## src/rtl/multicycle_sequencer.sv

```systemverilog
// -----------------------------------------------------------------------------
// multicycle_sequencer
//
// Multi-cycle execution FSM for the Mini-MIPS core. Takes the decoded
// per-instruction control flags, latches them in DECODE, and walks each
// instruction through FETCH / DECODE / EXEC / MULT / MEM / WB. It also drives
// the PC/IR strobes, the register-file strobes, the data-memory strobes and the
// iterative multiplier handshake.
//
// Parameters:
//   MULT_CYCLES  cycles spent in MULT (>= 1)
//   MEM_TIMEOUT  MEM cycles without mem_ready before mem_err is raised (>= 1)
//   CNT_W        width of the performance counters
//
// Optional feature macro: PERF_COUNT_EN
//   defined   : cycle_count / retired_count are live counters
//   undefined : both ports are tied to zero and no counter is built
//
// Ports:
//   clk, rst           clock, synchronous active-high reset
//   halt_req, run      stop after current instruction / leave IDLE
//   dec_*              decoded instruction flags (sampled in DECODE only)
//   alu_zero           ALU zero flag (used in EXEC)
//   mem_ready          data-memory completion
//   state, busy        current state, state != IDLE
//   ir_write, pc_write, pc_src        fetch / PC control
//   reg_write, fp_reg_write, mem_to_reg register-file writeback control
//   mem_rd_en, mem_wr_en              data-memory strobes
//   mult_start, hilo_write            multiplier control
//   instr_done         one-cycle retire pulse
//   mem_err            sticky memory timeout flag
//   cycle_count, retired_count        performance counters
// -----------------------------------------------------------------------------
module multicycle_sequencer #(
   parameter int MULT_CYCLES = 4,
   parameter int MEM_TIMEOUT = 16,
   parameter int CNT_W       = 32
) (
   input  logic             clk,
   input  logic             rst,
   input  logic             halt_req,
   input  logic             run,
   input  logic             dec_regwrite,
   input  logic             dec_fpregwrite,
   input  logic             dec_memread,
   input  logic             dec_memwrite,
   input  logic             dec_jump,
   input  logic             dec_jal,
   input  logic             dec_jr,
   input  logic             dec_branch,
   input  logic             dec_bne,
   input  logic             dec_mult,
   input  logic             alu_zero,
   input  logic             mem_ready,
   output logic [2:0]       state,
   output logic             busy,
   output logic             ir_write,
   output logic             pc_write,
   output logic [1:0]       pc_src,
   output logic             reg_write,
   output logic             fp_reg_write,
   output logic             mem_to_reg,
   output logic             mem_rd_en,
   output logic             mem_wr_en,
   output logic             mult_start,
   output logic             hilo_write,
   output logic             instr_done,
   output logic             mem_err,
   output logic [CNT_W-1:0] cycle_count,
   output logic [CNT_W-1:0] retired_count
);

   localparam logic [2:0] S_IDLE   = 3'd0;
   localparam logic [2:0] S_FETCH  = 3'd1;
   localparam logic [2:0] S_DECODE = 3'd2;
   localparam logic [2:0] S_EXEC   = 3'd3;
   localparam logic [2:0] S_MULT   = 3'd4;
   localparam logic [2:0] S_MEM    = 3'd5;
   localparam logic [2:0] S_WB     = 3'd6;

   localparam int MC_W = (MULT_CYCLES > 1) ? $clog2(MULT_CYCLES) : 1;
   localparam int MT_W = (MEM_TIMEOUT > 1) ? $clog2(MEM_TIMEOUT) : 1;

   typedef struct packed {
      logic regwrite;
      logic fpregwrite;
      logic memread;
      logic memwrite;
      logic jump;
      logic jal;
      logic jr;
      logic branch;
      logic bne;
      logic mult;
   } flags_t;

   logic [2:0]      state_r;
   logic [2:0]      next_state_s;
   logic            done_s;
   flags_t          flags_r;
   flags_t          dec_flags_s;
   logic [MC_W-1:0] mult_cnt_r;
   logic            mult_first_r;
   logic [MT_W-1:0] mem_cnt_r;
   logic            mem_err_r;

   logic            jump_class_s;
   logic            branch_class_s;
   logic            mem_op_s;
   logic            wb_op_s;
   logic            mult_last_s;
   logic            mem_timeout_s;
   logic [2:0]      complete_next_s;

   assign dec_flags_s = '{regwrite:   dec_regwrite,
                          fpregwrite: dec_fpregwrite,
                          memread:    dec_memread,
                          memwrite:   dec_memwrite,
                          jump:       dec_jump,
                          jal:        dec_jal,
                          jr:         dec_jr,
                          branch:     dec_branch,
                          bne:        dec_bne,
                          mult:       dec_mult};

   assign jump_class_s    = flags_r.jump | flags_r.jal | flags_r.jr;
   assign branch_class_s  = flags_r.branch | flags_r.bne;
   assign mem_op_s        = flags_r.memread | flags_r.memwrite;
   assign wb_op_s         = flags_r.regwrite | flags_r.fpregwrite;
   assign mult_last_s     = (mult_cnt_r == {MC_W{1'b0}});
   assign mem_timeout_s   = (mem_cnt_r == MT_W'(MEM_TIMEOUT - 1));
   // A retiring instruction either parks in IDLE (halt requested) or fetches on.
   assign complete_next_s = halt_req ? S_IDLE : S_FETCH;

   assign state   = state_r;
   assign busy    = (state_r != S_IDLE);
   assign mem_err = mem_err_r;

   // State register.
   always_ff @(posedge clk) begin
      if (rst) begin
         state_r <= S_IDLE;
      end else begin
         state_r <= next_state_s;
      end
   end

   // Next-state and completion decode.
   always_comb begin
      next_state_s = state_r;
      done_s       = 1'b0;
      case (state_r)
         S_IDLE: begin
            // A latched memory error locks the sequencer until reset.
            if (run && !mem_err_r) begin
               next_state_s = S_FETCH;
            end else begin
               next_state_s = S_IDLE;
            end
         end
         S_FETCH:  next_state_s = S_DECODE;
         S_DECODE: next_state_s = S_EXEC;
         S_EXEC: begin
            if (jump_class_s || branch_class_s) begin
               done_s       = 1'b1;
               next_state_s = complete_next_s;
            end else if (flags_r.mult) begin
               next_state_s = S_MULT;
            end else if (mem_op_s) begin
               next_state_s = S_MEM;
            end else if (wb_op_s) begin
               next_state_s = S_WB;
            end else begin
               done_s       = 1'b1;
               next_state_s = complete_next_s;
            end
         end
         S_MULT: begin
            if (mult_last_s) begin
               done_s       = 1'b1;
               next_state_s = complete_next_s;
            end else begin
               next_state_s = S_MULT;
            end
         end
         S_MEM: begin
            if (mem_ready) begin
               if (flags_r.memread) begin
                  next_state_s = S_WB;
               end else begin
                  done_s       = 1'b1;
                  next_state_s = complete_next_s;
               end
            end else if (mem_timeout_s) begin
               // Abandon the access: no retire pulse.
               next_state_s = S_IDLE;
            end else begin
               next_state_s = S_MEM;
            end
         end
         S_WB: begin
            done_s       = 1'b1;
            next_state_s = complete_next_s;
         end
         default: next_state_s = S_IDLE;
      endcase
   end

   // Output decode from state, latched flags and the handshake inputs.
   always_comb begin
      ir_write     = 1'b0;
      pc_write     = 1'b0;
      pc_src       = 2'b00;
      reg_write    = 1'b0;
      fp_reg_write = 1'b0;
      mem_to_reg   = 1'b0;
      mem_rd_en    = 1'b0;
      mem_wr_en    = 1'b0;
      mult_start   = 1'b0;
      hilo_write   = 1'b0;
      instr_done   = done_s;
      case (state_r)
         S_FETCH: begin
            ir_write = 1'b1;
            pc_write = 1'b1;
            pc_src   = 2'b00;
         end
         S_EXEC: begin
            if (jump_class_s) begin
               pc_write  = 1'b1;
               pc_src    = (flags_r.jump || flags_r.jal) ? 2'b01 : 2'b10;
               reg_write = flags_r.jal;
            end else if (branch_class_s) begin
               pc_src   = 2'b11;
               pc_write = (flags_r.branch & alu_zero) | (flags_r.bne & ~alu_zero);
            end else begin
               pc_write = 1'b0;
            end
         end
         S_MULT: begin
            mult_start = mult_first_r;
            hilo_write = mult_last_s;
         end
         S_MEM: begin
            // Read wins; the write strobe is never raised alongside it.
            mem_rd_en  = flags_r.memread;
            mem_wr_en  = flags_r.memwrite & ~flags_r.memread;
            mem_to_reg = flags_r.memread;
         end
         S_WB: begin
            reg_write    = flags_r.regwrite;
            fp_reg_write = flags_r.fpregwrite;
            mem_to_reg   = flags_r.memread;
         end
         default: begin
            ir_write = 1'b0;
         end
      endcase
   end

   // Capture the decoded flags once per instruction.
   always_ff @(posedge clk) begin
      if (rst) begin
         flags_r <= '0;
      end else if (state_r == S_DECODE) begin
         flags_r <= dec_flags_s;
      end else begin
         flags_r <= flags_r;
      end
   end

   // Multiplier cycle counter: loaded on MULT entry, counts down to zero.
   always_ff @(posedge clk) begin
      if (rst) begin
         mult_cnt_r   <= {MC_W{1'b0}};
         mult_first_r <= 1'b0;
      end else if (state_r == S_EXEC && next_state_s == S_MULT) begin
         mult_cnt_r   <= MC_W'(MULT_CYCLES - 1);
         mult_first_r <= 1'b1;
      end else if (state_r == S_MULT) begin
         mult_first_r <= 1'b0;
         if (!mult_last_s) begin
            mult_cnt_r <= mult_cnt_r - MC_W'(1);
         end else begin
            mult_cnt_r <= mult_cnt_r;
         end
      end else begin
         mult_cnt_r   <= mult_cnt_r;
         mult_first_r <= 1'b0;
      end
   end

   // MEM wait counter: counts cycles spent waiting, cleared outside MEM.
   always_ff @(posedge clk) begin
      if (rst) begin
         mem_cnt_r <= {MT_W{1'b0}};
      end else if (state_r == S_MEM) begin
         mem_cnt_r <= mem_cnt_r + MT_W'(1);
      end else begin
         mem_cnt_r <= {MT_W{1'b0}};
      end
   end

   // Sticky memory timeout flag.
   always_ff @(posedge clk) begin
      if (rst) begin
         mem_err_r <= 1'b0;
      end else if (state_r == S_MEM && !mem_ready && mem_timeout_s) begin
         mem_err_r <= 1'b1;
      end else begin
         mem_err_r <= mem_err_r;
      end
   end

`ifdef PERF_COUNT_EN
   logic [CNT_W-1:0] cycle_cnt_r;
   logic [CNT_W-1:0] retired_cnt_r;

   // Busy-cycle and retired-instruction counters, wrapping naturally.
   always_ff @(posedge clk) begin
      if (rst) begin
         cycle_cnt_r   <= {CNT_W{1'b0}};
         retired_cnt_r <= {CNT_W{1'b0}};
      end else begin
         cycle_cnt_r   <= busy   ? (cycle_cnt_r + CNT_W'(1))   : cycle_cnt_r;
         retired_cnt_r <= done_s ? (retired_cnt_r + CNT_W'(1)) : retired_cnt_r;
      end
   end

   assign cycle_count   = cycle_cnt_r;
   assign retired_count = retired_cnt_r;
`else
   assign cycle_count   = {CNT_W{1'b0}};
   assign retired_count = {CNT_W{1'b0}};
`endif

endmodule

```

## config.mk

```make
export PLATFORM = sky130hd
export DESIGN_NAME = multicycle_sequencer
export DESIGN_NICKNAME = d
export VERILOG_FILES = /design/src/rtl/multicycle_sequencer.sv
export SDC_FILE = /design/constraint.sdc
export NUM_CORES = 1
export LEC_CHECK = 0
export CAP_MARGIN = 15
export CORE_MARGIN = 3
export CORE_UTILIZATION = 39
export DETAILED_ROUTE_END_ITERATION = 8
export PLACE_DENSITY = 0.88
export SETUP_SLACK_MARGIN = 0.2
export SYNTH_ARGS = -nofsm -noshare
export SYNTH_HDL_FRONTEND = slang
export SYNTH_SLANG_ARGS = --single-unit
```

## constraint.sdc

```tcl
create_clock -name clk -period 2.08 [get_ports clk]
set_input_delay 0.312 -clock clk [delete_from_list [all_inputs] [get_ports clk]]
set_output_delay 0.312 -clock clk [all_outputs]
set_load 0.02 [all_outputs]
```

Word-level counts from Yosys, hierarchy flattened. Cells that the tools add are included.

Input bits: 16. Output and inout port bits: 81. Logic and storage cells: 92. Flip-flop bits (word level): 21.

Add/sub/neg operators: 2. Eq/ne operators: 9. Reduce and logical (&&, ||, !) cells: 15. Bitwise logic cells: 12. Multiplexer cells: 39.

Operator list (number): $mux 3 (8); $pmux 3 s7 (1); $mux 1 (20); $mux 2 (7); $eq 3x3->1 const B (4); $eq 3x2->1 const B (2); $or 1x1->1 (6); $add 4x1->4 const B (1); $eq 4x4->1 const B (1); $logic_and 1x1->1 (4); $pmux 1 s2 (2); $pmux 1 s4 (1); $reduce_or 2->1 (2); $and 1x1->1 (3); $eq 3x1->1 const B (1); $logic_not 3->1 (1); $not 1->1 (3); $reduce_bool 3->1 (1); $logic_not 1->1 (2); $logic_not 2->1 (1); $logic_or 1x1->1 (2); $ne 2x1->1 const B (1); $reduce_and 2->1 (1); $reduce_bool 2->1 (1); $sub 2x1->2 const B (1).

Depth between registers and ports, before layout. Gate-level depths: netlist of the first run.

Depth after elaboration: 10. Mapped depth: 7. Gate-level depth less buffers: 6.

Worst setup path after synthesis of the first run. Ideal clock, no wire load.

Path kind: flip-flop to output port. Start: register state_r[0], in the netlist state[0]. End: output pc_write. Stages on the path, launching flop included: 5. Path buffers: 2. Data required time: 1.768 ns. Arrival time: 1.415 ns. Path slack: 0.353 ns. Cell sequence: dfxtp_1 -> buf_6 -> buf_2 -> inv_1 -> a311oi_1.

Cells in the longest elaborated chain, start to end: 2. Elaborated cells between the ends (all ways): 3. Those cells by class: 2 x eq/ne; 1 x mux.

RTL lines: start: declaration (line 97) `logic [2:0] state_r;`; start signal: assignment (line 144) `state_r <= next_state_s;`; $eq 3x2->1 / $eq 3x1->1 (equally long branches) (line 222) `case (state_r)`; $pmux 1 s2 (*) (line 222); end: declaration (line 58) `output logic pc_write,`.

Every way passes the cells marked *; elsewhere a longest branch is shown, timed or not.

Worst setup path in the final report of the first run.
Start: register flags_r[3] (netlist name). End: output instr_done.

Cells in the longest elaborated chain, start to end: 4.

RTL lines: start: declaration (line 100) `flags_t flags_r;`; start signal: assignment (line 266) `flags_r <= dec_flags_s;`; start signal: assignment (line 268) `flags_r <= flags_r;`; $or 1x1->1 (line 126) `assign jump_class_s = flags_r.jump | flags_r.jal | flags_r.jr;`; $logic_or 1x1->1 (line 164) `if (jump_class_s || branch_class_s) begin`; $mux 1 (line 164); $pmux 1 s4 (line 152) `case (state_r)`; end: declaration (line 67) `output logic instr_done,`.

No other way between the ends.

==> metrics.txt, run 1 <==
status=finished clean; met1 usage=18.8%; Worst path top cell family by delay=compound AO/OA/AOI/OAI gates; Worst-Skew Late Latency=0.26 ns; setup ws final=0.221 ns; most area-consuming cells after synthesis=buf_4, dfxtp_1, mux2i_1, nor2_1, nor3_1; post-route antenna net violation count=0; die area=5160 sq um; reg2reg start=state[1]; fin. max-slew vios=0; GR met2 Demand/Resource=22.3%; Hold WS=0.451 ns; Top Usage Layer GRT=met2; RD Place Congestion=0.870; DIE WIDTH=71.9 microns; CTS buffer count=3; power per standard cell area=578 nW/um^2; most frequent cells after synthesis=buf_4, nor2_1, dfxtp_1, mux2i_1, nor3_1; flops & latches, synth=21; Worst-path clk slew=0.08 ns; worst-path cell chain=or3_4 > a211oi_4 > o21bai_1 > o2bb2ai_1 > buf_4; dpl cells=300; num rows=23; DRT iter0 DRCs=53; pre-CTS WS=-0.0267 ns; Psw=0.000438 W; pin count of the biggest net entering global routing=16; Routed WL=3810 microns; Post-synth EDFFs=0; CP Max Fanout=2; first-pass GRT wire length=5690 microns; Cell Area, Synth=1690 sq um; CTS max path bufs=2; Synth Flop Type=dfxtp_1; die height=71.9 microns; hold buffer count at cts=0; via total after detailed routing=1391; setup violators final=0; WP buf/inv=1; ys async rst share=0%; Setup Crit Path Kind=flip-flop to output pin; Peak VDD IR=254 uV; crit path DAT=1.55 ns; share of post-route cells with drive strength above 1=19.7%; Fmax=538 MHz; Final Util=49.7%; Worst R2R Path Depth=6; Hold EP=mem_cnt_r[0]; Layout Area Growth over Synthesis=20.0%; HPWL reported at the end of detailed placement=3040 microns; initial antenna violation count=0; sequential area share after synthesis=24.9%; Core Area=4090 sq um; finished layout cell area=2030 sq um; CTS tree=built; WL per Instance=12.5 microns; P_int=0.000736 W; YS warnings=0; GR Util All Layers=13.9%; GR Util met3=2.38%; synthesized instance count=202; vias in the first global route=1218; GR Overflow Total=0; Nets=273; mean area per synthesized cell=8.37 sq um; RSZ-0062 raised after global routing=true; Synth cell types=45; H-tree depth=1; Reg power frac=38.8%; Worst EP required=1.77 ns; CP peak stage delay=0.41 ns; worst-path cell with the longest stage delay=or3_4; antenna cells=0; Worst Setup End Kind=output pin; logic gate share of total power=38.3%; PortBufs=32; Synth top area share=29.3%; hold depth=1; cell leakage power=0.943 nW; clk sink count=21; most frequent cell after synthesis=buf_4; clock share of power=22.9%; worst reg-to-reg setup slack=0.33 ns; Via density=4.58; root buffer selected by CTS=clkbuf_8; Min-Delay Path Class=flip-flop to flip-flop; fin crit share=89.4%; max-capacitance violation count=0; hold path startpoint=mem_cnt_r[0]; I/O pin total=97; min cycle time layout=1.86 ns; final hold viol count=0; non-filler instance count after layout=304; worst clock skew=0.00770 ns; DR pass1 iterations=4; crit start category=flip-flop; RR Endpoint=mult_cnt_r[1]; Post-route DRC=0; Yosys top cell by area=buf_4; Post-DP Area=1970 sq um; Switching Fraction=37.3%; Starting Density=41.4%; # Post-CTS Setup Buffers=0
## area by class of cell
| type | instances | area [sq um] |
|---|---|---|
| Fill cell | 402 | 2060 |
| Multi-Input combinational cell | 167 | 997 |
| Timing Repair Buffer | 56 | 474 |
| Sequential cell | 21 | 427 |
| Tap cell | 50 | 62.6 |
| Clock buffer | 3 | 41.3 |
| Inverter | 6 | 22.5 |
| Clock inverter | 1 | 5.00 |
## worst max path at each step
| stage | from | end | slack (ns) | cells after the start |
|---|---|---|---|---|
| floorplan | state[0] | pc_write | 0.35 | 4 |
| global placement | alu_zero | pc_write | 0.02 | 4 |
| detailed placement | alu_zero | pc_write | -0.03 | 4 |
| CTS | flags_r[3] | instr_done | 0.18 | 5 |
| global route | flags_r[3] | instr_done | 0.16 | 5 |
| finish | flags_r[3] | instr_done | 0.22 | 5 |
## cell usage in the layout (no fill, tap or decap), types with 2 or more instances in the layout
master / count
conb_1: 64
buf_4: 25
nor2_1: 23
dfxtp_1: 18
clkdlybuf4s50_1: 18
mux2i_1: 10
dlygate4sd2_1: 7
inv_1: 6
nor3_1: 5
and3_1: 4
nor2b_1: 4
a21oi_1: 4
nand2b_1: 3
nand3b_1: 3
nand2_1: 3
clkbuf_8: 3
clkdlybuf4s15_1: 3
nor3_2: 2
or2_2: 2
o21a_1: 2
xor2_1: 2
a311o_1: 2
o311ai_2: 2
o32ai_1: 2
a21o_1: 2
xnor2_1: 2
or3_1: 2
ha_1: 2
clkbuf_2: 2
dfxtp_2: 2
## power groups by stage
| stage | Clock, W | Combinational [W] | Sequential (W) |
|---|---|---|---|
| finish | 0.000269 | 0.000449 | 0.000455 |
| global route | 0.000287 | 0.000483 | 0.000459 |
| CTS | 0.000271 | 0.000435 | 0.000454 |
| detailed placement | 0 | 0.000436 | 0.000461 |
| global placement | 0 | 0.000427 | 0.000460 |
| floorplan | 0 | 0.000377 | 0.000455 |
## kinds of logic after synthesis
| group | synth area share (%) |
|---|---|
| other | 0.222 |
| multiplexers | 6.58 |
| AO/OA/AOI/OAI | 13.5 |
| AND/OR/NAND/NOR | 19.0 |
| XOR/XNOR | 2.07 |
| adder cells (fa/ha/maj) | 1.48 |
| buffers and inverters | 32.2 |
| flip-flops | 24.9 |
## metal layers
metal | vias up | routed length [microns]
met4 | 0 | 57
met5 | - | 0
met2 | 89 | 1830
met1 | 635 | 1500
li1 | 662 | -
met3 | 5 | 414
## per-stage QoR
stage	TNS, ns	total power (W)
floorplan	0	0.000832
global placement	0	0.000887
detailed placement	-0.0267	0.000896
CTS	0	0.00116
global route	0	0.00123
finish	0	0.00117
## sequential cells by signal, summed over array words and instances, names as in the netlist
| signal | flops |
|---|---|
| mem_cnt_r | 4 |
| mult_first_r | 1 |
| mem_err | 1 |
| mult_cnt_r | 2 |
| state | 3 |
| flags_r | 10 |
## repair_timing
action	in CTS	in global routing
gates resized for setup	27	11
cloned	0	0
endpoints found under the setup margin	17	9
pin swaps	2	1
endpoints found under the hold margin	0	0
Power figures use the tool's default switching activity.
==> inputs of run 2 (changes only) <==
CELL_PAD_IN_SITES_DETAIL_PLACEMENT = 0   (was default)
CELL_PAD_IN_SITES_GLOBAL_PLACEMENT = 2   (was default)
CORE_UTILIZATION = 20   (was 39)
PLACE_DENSITY = 0.86   (was 0.88)
==> run 2 against run 1 <==
Net effect: global-route usage is 6.4 points lower; sequential cell count stayed put; core utilization is 23 points lower; clock power is 2% lower; sequential power hardly changed; critical path depth stayed put; clock-buffer cell count is 1 higher; largest cell class unchanged; sequential share of layout area is 0.73 points lower; die area is 86% higher; register-to-register slack better by 0.08 ns; routed wire length is 2.7% higher; fmax is 0.40% higher.
==> metrics.txt, run 2 (synthesis gave the netlist of run 1 again) <==
status=finished clean (unchanged); Setup Crit Path Kind=flip-flop to output pin (unchanged); CP Max Fanout=2 (unchanged); Worst-path clk slew=0.08 ns (about the same); fillers=840 (was 402); pin count of the biggest net entering global routing=13 (was 16); Hold EP=mem_cnt_r[0] (unchanged); CTS tree=built (unchanged); fin. max-slew vios=0 (unchanged); PortBufs=32 (unchanged); num rows=32 (was 23); WL per Instance=11.0 microns (was 12.5 microns); hold path startpoint=mem_cnt_r[0] (unchanged); Final Util=26.4% (was 49.7%); max-capacitance violation count=0 (unchanged); GR Overflow Total=0 (unchanged); Peak VDD IR=140 uV (was 254 uV); Min-Delay Path Class=flip-flop to flip-flop (unchanged); HPWL reported at the end of detailed placement=3250 microns (was 3040 microns); FF/Latch Area=427 sq um (unchanged); logic gate share of total power=38.6% (was 38.3%); worst clock skew=0.00672 ns (was 0.00770 ns); worst-path cell with the longest stage delay=or3_4 (unchanged); Switching Fraction=36.6% (was 37.3%); clk sink count=21 (unchanged); H-tree depth=1 (unchanged); commonest non-fill, non-tap cell in the layout=conb_1 (unchanged); P_int=0.000740 W (was 0.000736 W); via total after detailed routing=1339 (was 1391); die height=98.0 microns (was 71.9 microns); Worst EP required=1.77 ns (about the same); setup violators final=0 (unchanged); share of post-route cells with drive strength above 1=19.2% (was 19.7%); CTS buffer count=3 (unchanged); area of the multi-input gates=998 sq um (was 997 sq um); Psw=0.000427 W (was 0.000438 W); worst-path cell chain=or3_4 > a211oi_4 > o21bai_1 > o2bb2ai_1 > buf_2 (was or3_4 > a211oi_4 > o21bai_1 > o2bb2ai_1 > buf_4); fin crit share=89.0% (was 89.4%); final hold viol count=0 (unchanged); non-filler instance count after layout=357 (was 304); Fmax=540 MHz (was 538 MHz); post-route antenna net violation count=0 (unchanged); Nets=274 (was 273); Layout Area Growth over Synthesis=24.3% (was 20.0%); reg2reg start=flags_r[3] (was state[1]); CTS max path bufs=2 (unchanged); root buffer selected by CTS=clkbuf_8 (unchanged); RSZ-0062 raised after global routing=true (unchanged); DR pass1 iterations=4 (unchanged); Worst R2R Path Depth=5 (was 6); clock share of power=22.6% (was 22.9%); Via density=3.75 (was 4.58); die area=9600 sq um (was 5160 sq um); initial antenna violation count=0 (unchanged); antenna cells=0 (unchanged); Starting Density=21.2% (was 41.4%); hold depth=1 (unchanged); dpl cells=353 (was 300); Routed WL=3910 microns (was 3810 microns); Largest register FFs=10 (unchanged); RD Place Congestion=0.813 (was 0.870); commonest non-fill, non-tap cells in the layout=conb_1, buf_4, nor2_1, clkdlybuf4s50_1, dfxtp_1 (was conb_1, buf_4, nor2_1, dfxtp_1, clkdlybuf4s50_1); Worst-Skew Late Latency=0.26 ns (about the same); first-pass GRT wire length=5910 microns (was 5690 microns); Core Area=7970 sq um (was 4090 sq um); Worst Setup End Kind=output pin (unchanged); I/O pin total=97 (unchanged); vias in the first global route=1190 (was 1218); DRT iter0 DRCs=45 (was 53); # Post-CTS Setup Buffers=0 (unchanged); Reg with most FFs=flags_r (unchanged); cell leakage power=0.950 nW (was 0.943 nW); Reg power frac=38.8% (about the same); crit start category=flip-flop (unchanged); RR Endpoint=mult_cnt_r[0] (was mult_cnt_r[1]); CP peak stage delay=0.41 ns (about the same); crit path from=flags_r[3] (unchanged); min cycle time layout=1.85 ns (was 1.86 ns); GR Util All Layers=7.54% (was 13.9%); worst reg-to-reg setup slack=0.41 ns (was 0.33 ns); Post-route DRC=0 (unchanged); DIE WIDTH=98.0 microns (was 71.9 microns); crit path DAT=1.54 ns (was 1.55 ns); power per standard cell area=555 nW/um^2 (was 578 nW/um^2)
## run 2: routing by layer
metal	vias up	track usage, %	part of all wire (%)
met3	4	2.07	10
met1	604	10.3	46
met5	-	0	0
met2	71	11.3	42
met4	0	2.88	1.2
li1	660	-	-
## run 2: cell type report
cell class                 count  area share, %
multi-input combinational    167           47.5
sequential                    21           20.3
inverter                       6           1.07
tap                          102           6.07
clock buffer                   4           2.14
timing repair buffer          57           22.9
## run 2: worst max path at each step
stage                     cells past startpoint  slack [ns]         end
after floorplan                               4        0.35    pc_write
after global placement                        4       0.005    pc_write
after detailed placement                      4       -0.03    pc_write
after CTS                                     5        0.22  instr_done
after global routing                          6        0.15  instr_done
final                                         5        0.23  instr_done
## run 2: power by group through the flow
stage,logic [W],registers [W],clock network [W]
floorplan,0.000377,0.000455,0
global placement,0.000437,0.000458,0
detailed placement,0.000439,0.000458,0
CTS,0.000438,0.000451,0.000272
global route,0.000485,0.000457,0.000286
finish,0.000451,0.000453,0.000263
## run 2: repair_timing
action,4_1_cts,5_1_grt
hold buffers,0,0
resized for setup,24,8
endpoints found under the setup margin,14,7
## run 2: metrics by stage
step / setup TNS (ns) / area, sq um / total power, W / worst slack, ns / hold WS (ns)
after floorplan: 0 / 1930 / 0.000832 / 0.353 / 0.418
after global placement: 0 / 2050 / 0.000896 / 0.00471 / 0.428
after detailed placement: -0.0263 / 2050 / 0.000897 / -0.0263 / 0.437
after CTS: 0 / 2090 / 0.00116 / 0.217 / 0.449
after global routing: 0 / 2100 / 0.00123 / 0.153 / 0.469
final: 0 / 2100 / 0.00117 / 0.228 / 0.447
## run 2: worst max-delay path: cells and delay by family, from the launching register on
| kind | cells | cell delay (ns) |
|---|---|---|
| simple gates | 1 | 0.41 |
| compound gates | 3 | 0.40 |
| flops | 1 | 0.32 |
| buf+inv | 1 | 0.16 |
